$ cat src/rtl/pipeline_trace_monitor.sv
// In-design pipeline monitor: saturating event counters plus a first-word-fall-through
// trace FIFO of register-writeback retirements, drained by valid/ready.
module pipeline_trace_monitor #(
   parameter int unsigned DATA_WIDTH     = 32,
   parameter int unsigned REG_ADDR_WIDTH = 5,
   parameter int unsigned CNT_WIDTH      = 32,
   parameter int unsigned TRACE_DEPTH    = 16
) (
   input  logic                              clk,
   input  logic                              rst,
   input  logic                              enable,
   input  logic                              clear,
   input  logic                              stall_f,
   input  logic                              stall_d,
   input  logic                              flush_d,
   input  logic                              flush_e,
   input  logic                              pc_src_e,
   input  logic                              mem_write_m,
   input  logic                              mem_read_m,
   input  logic                              retire_valid_w,
   input  logic                              reg_write_w,
   input  logic [REG_ADDR_WIDTH-1:0]         rd_w,
   input  logic [DATA_WIDTH-1:0]             result_w,
   input  logic [DATA_WIDTH-1:0]             pc_w,
   input  logic [2:0]                        cnt_sel,
   output logic [CNT_WIDTH-1:0]              cnt_value,
   output logic                              trace_valid,
   input  logic                              trace_ready,
   output logic [DATA_WIDTH-1:0]             trace_pc,
   output logic [REG_ADDR_WIDTH-1:0]         trace_rd,
   output logic [DATA_WIDTH-1:0]             trace_data,
   output logic [$clog2(TRACE_DEPTH):0]      trace_count,
   output logic                              overflow
);

   localparam int unsigned PtrW   = $clog2(TRACE_DEPTH);
   localparam int unsigned OccW   = PtrW + 1;
   localparam int unsigned EntryW = 2 * DATA_WIDTH + REG_ADDR_WIDTH;

   logic [CNT_WIDTH-1:0] cnt_q [8];
   logic [CNT_WIDTH-1:0] cnt_d [8];
   logic [CNT_WIDTH-1:0] cnt_value_q, cnt_value_d;
   logic [EntryW-1:0]    mem_q [TRACE_DEPTH];
   logic [EntryW-1:0]    mem_d [TRACE_DEPTH];
   logic [PtrW-1:0]      wptr_q, wptr_d, rptr_q, rptr_d;
   logic [OccW-1:0]      count_q, count_d;
   logic                 overflow_q, overflow_d;

   logic [7:0]        event_hit;
   logic              push_req, pop, full, push_ok, drop;
   logic [EntryW-1:0] head;

   assign push_req = enable & retire_valid_w & reg_write_w & (rd_w != '0);
   assign pop      = trace_valid & trace_ready;
   assign full     = (count_q == OccW'(TRACE_DEPTH));
   // A full FIFO still accepts a push when the head leaves in the same cycle.
   assign push_ok  = push_req & (~full | pop);
   assign drop     = push_req & full & ~pop;

   always_comb begin
      event_hit    = '0;
      event_hit[0] = 1'b1;
      event_hit[1] = retire_valid_w;
      event_hit[2] = stall_f | stall_d;
      event_hit[3] = flush_d | flush_e;
      event_hit[4] = pc_src_e;
      event_hit[5] = mem_read_m;
      event_hit[6] = mem_write_m;
      event_hit[7] = drop;
   end

   always_comb begin
      for (int i = 0; i < 8; i++) begin
         cnt_d[i] = cnt_q[i];
         if (clear) begin
            cnt_d[i] = '0;
         end else if (enable && event_hit[i] && (cnt_q[i] != '1)) begin
            cnt_d[i] = cnt_q[i] + CNT_WIDTH'(1);
         end
      end
      cnt_value_d = cnt_q[cnt_sel];
   end

   always_comb begin
      mem_d      = mem_q;
      wptr_d     = wptr_q;
      rptr_d     = rptr_q;
      count_d    = count_q;
      overflow_d = overflow_q;
      if (clear) begin
         wptr_d     = '0;
         rptr_d     = '0;
         count_d    = '0;
         overflow_d = 1'b0;
      end else begin
         if (push_ok) begin
            mem_d[wptr_q] = {pc_w, rd_w, result_w};
            wptr_d        = wptr_q + PtrW'(1);
         end
         if (pop) begin
            rptr_d = rptr_q + PtrW'(1);
         end
         unique case ({push_ok, pop})
            2'b10:   count_d = count_q + OccW'(1);
            2'b01:   count_d = count_q - OccW'(1);
            default: count_d = count_q;
         endcase
         if (drop) begin
            overflow_d = 1'b1;
         end
      end
   end

   always_ff @(posedge clk) begin
      if (!rst) begin
         for (int i = 0; i < 8; i++) begin
            cnt_q[i] <= '0;
         end
         cnt_value_q <= '0;
         wptr_q      <= '0;
         rptr_q      <= '0;
         count_q     <= '0;
         overflow_q  <= 1'b0;
      end else begin
         cnt_q       <= cnt_d;
         cnt_value_q <= cnt_value_d;
         wptr_q      <= wptr_d;
         rptr_q      <= rptr_d;
         count_q     <= count_d;
         overflow_q  <= overflow_d;
      end
   end

   // Storage needs no reset; the head is masked whenever the FIFO is empty.
   always_ff @(posedge clk) begin
      mem_q <= mem_d;
   end

   assign head        = mem_q[rptr_q];
   assign trace_valid = (count_q != '0);
   assign trace_pc    = trace_valid ? head[EntryW-1 -: DATA_WIDTH] : '0;
   assign trace_rd    = trace_valid ? head[DATA_WIDTH +: REG_ADDR_WIDTH] : '0;
   assign trace_data  = trace_valid ? head[DATA_WIDTH-1:0] : '0;
   assign trace_count = count_q;
   assign overflow    = overflow_q;
   assign cnt_value   = cnt_value_q;

endmodule

$ cat config.mk
export PLATFORM = sky130hd
export DESIGN_NAME = pipeline_trace_monitor
export DESIGN_NICKNAME = d
export VERILOG_FILES = /design/src/rtl/pipeline_trace_monitor.sv
export SDC_FILE = /design/constraint.sdc
export NUM_CORES = 2
export LEC_CHECK = 0
export ABC_AREA = 1
export CORE_MARGIN = 8
export CORE_UTILIZATION = 30
export DETAILED_ROUTE_END_ITERATION = 6
export PLACE_DENSITY = 0.51
export SLEW_MARGIN = 20
export SYNTH_ARGS = -nofsm -noshare
export SYNTH_HDL_FRONTEND = slang
export SYNTH_SLANG_ARGS = --single-unit
$ cat constraint.sdc
create_clock -name clk -period 9.1 [get_ports clk]
set_clock_uncertainty 0.1 [all_clocks]
set_input_delay 0.91 -clock clk [delete_from_list [all_inputs] [get_ports clk]]
set_output_delay 0.91 -clock clk [all_outputs]
set_load 0.02 [all_outputs]
==> results.yml <==
run_status:
  status: "completed"
synthesis:
  synth_top_area_share: 0.529
  yosys.area_share.simple: 0.184
  synthXorXnorAreaFrac: 0.0133
  syn-instance-count: 6492
  synthTopCellsByArea: "edfxtp_1 53%, dfxtp_1 9.6%, nor2_1 8.4%"
  syn_area_mm2: 0.0627
  synth_compound_gate_area_share: 0.134
  yosysWarnings: 0
  synth_edf_count: 1104
  ys_ff_latch: 1406
  synthesis.nets: 6595
  synth_top_family_by_area: "simple AND/OR/NAND/NOR gates"
  post-synth-top-area-cell: "edfxtp_1"
  synth.distinct_cells: 41
  syn_avg_cell_area_um2: 9.66
  synth_ff_type: "edfxtp_1"
  ys_seq_area_frac: 0.625
  synthArstFlopShare: 0
  synthMuxAreaShare: 0
  synthAdderAreaFrac: 0.00351
clock_tree:
  cts.repair.resized: 0
  root_buffer: "clkbuf_16"
  cts_hold_buf: 0
  clk_latency_ns: 0.81
  post_cts_buffers: 0
  cts_buffers: 159
  cts_sinks: 1406
  cts_max_path_buffers: 3
  clk_pin_slew_ns: 0.06
  cts_tree: "built"
  htreeDepth: 4
drt:
  ant_nets: 0
  met2_length_um: 87300
  totalWireLength_um: 186000
  drc: 0
  top_layer: "met5"
  route.layer.met1.wl_um: 83600
  avgViaCountPerCell: 4.93
  wl_met3_um: 9840
  wire_per_inst_um: 19.6
  drt-initial-drc-count: 3613
  num_vias: 46700
  first_pass_iters: 5
run:
  drv_cap: 0
floorplan:
  dieWidth_um: 473
  core_area_mm2: 0.209
  io-pin-count: 194
  dieArea_mm2: 0.224
  fp.dieH_um: 473
  start_util: 0.300
  num_rows: 168
timing:
  tns_ns: 0
  slew_viol_final: 0
  final-hold-violation-count: 0
  tightest_slew_ns: 1.47
  slew_headroom: 0.0199
  setup-violations-final: 0
  period_minus_slack_ns: 5.99
  max_freq_mhz: 167
  rsz0062_at_grt: "no"
  fin_crit_sh: 0.658
  setup_ws_ns: 3.11
critical_path:
  worstPathMaxFanout: 156
  start_kind: "flip-flop"
  worstPathArrival_ns: 4.98
  required_ns: 8.09
  ff2ff_path_depth: 7
  worstSetupEndpointType: "output port"
  timing.setup.critical_path_class: "reg2out"
final_layout:
  nNetsFinal: 6647
  layout-drive-gt1-share: 0.0568
  regArea_mm2: 0.0392
  layout_commonest_cell: "nor2_1"
  multi_input_area_mm2: 0.0211
  final_cell_mix: "1384 x nor2_1, 1104 x edfxtp_1, 1100 x nand2_1"
  syn2layout_area_growth_pct: 15.4
  stdcell_area_mm2: 0.0723
  nFillCells: 21100
placement:
  dpl_cell_area_mm2: 0.0672
  pre_cts_ws_ns: 3.38
  routabilityCongestion: 0.898
  dp_hpwl_um: 110000
  portBuffers: 193
min_path:
  hp-class: "reg2reg"
  hold_depth: 2
global_route:
  grt_overflow: 0
  antenna_found_initial: 17
  grt_usage: 0.160
  grt_pass1_wl_um: 280000
  grt_pass1_vias: 44300
  grt_max_degree: 224
power:
  leakage_nw: 22.6
  p_per_area_mw_per_mm2: 194
  ir_worst_vdd_uv: 181
## final cells by class
type                       count  share of cell area
antenna                        3            0.000104
clock buffer                 198              0.0576
clock inverter                87              0.0136
inverter                     240              0.0128
multi-input combinational   4490               0.292
sequential                  1406               0.542
tap                         2805              0.0485
timing repair buffer         247              0.0335
## registers in the layout, indices dropped and copies added, names as in the netlist
register and cells:
overflow 1, rptr_q 4, wptr_q 4, cnt_q 256
mem_q 1104, trace_count 5, cnt_value 32
## kinds of logic (layout without fill, tap and decap cells)
logic type	count (synthesis)	after routing
flops	1406	1406
xor+xnor	95	95
compound gates	1518	1518
buf+inv	596	772
other cells	0	3
simple gates	2860	2860
fa+ha+maj	17	17
## worst max-delay path, cell delays in order, from the launching register on
cell             delay, ns
dfxtp_4               0.52
inv_8                 0.67
buf_4                 0.98
o21ai_0               0.23
o21ai_1               0.15
o211ai_1              0.10
a21oi_1               0.54
clkdlybuf4s50_1       0.74
## final timing paths
path | slack [ns] | startpoint | to
worst max register to register | 5.22 | trace_count[2]$_SDFFE_PP0P_ | mem_q[437]$_DFFE_PP_
worst max-delay path | 3.11 | rptr_q[0]$_SDFFE_PP0P_ | trace_pc[18]
worst min-delay path | 0.38 | cnt_q[223]$_SDFFE_PP0P_ | cnt_q[223]$_SDFFE_PP0P_
worst min register to register | 0.38 | cnt_q[223]$_SDFFE_PP0P_ | cnt_q[223]$_SDFFE_PP0P_
## stage by stage
step,hold WS (ns),power (mW),util,cells
after floorplan,0.346,7.48,-,6492
after global placement,0.370,7.85,0.322,9188
after detailed placement,0.370,7.85,0.322,9188
after CTS,0.381,14.2,0.346,9473
after global routing,0.415,14.5,0.346,9473
final,0.382,14.0,0.346,9476
## where the power goes
| group | internal, mW | total, mW | switching (mW) |
|---|---|---|---|
| sequential | 6.94 | 6.95 | 0.0133 |
| combinational | 0.217 | 0.762 | 0.546 |
| clock | 3.60 | 6.33 | 2.73 |
| total | 10.8 | 14.0 | 3.29 |
## cell usage after synthesis (37+ instances only)
| library cell | n |
|---|---|
| a21oi_1 | 343 |
| buf_2 | 86 |
| clkbuf_1 | 224 |
| dfxtp_1 | 302 |
| edfxtp_1 | 1104 |
| inv_1 | 221 |
| nand2_1 | 1101 |
| nand3_1 | 188 |
| nand3b_1 | 37 |
| nand4_1 | 49 |
| nor2_1 | 1400 |
| o211ai_1 | 270 |
| o21ai_0 | 686 |
| o21ai_1 | 159 |
| xor2_1 | 74 |
## metal layers
layer  GRT usage  up-vias
met5           0        -
met4      0.0469       16
met3      0.0287      319
met2       0.262     1157
met1       0.216    22700
li1            -    22600
Note: power is estimated with default switching activity, not from simulation.
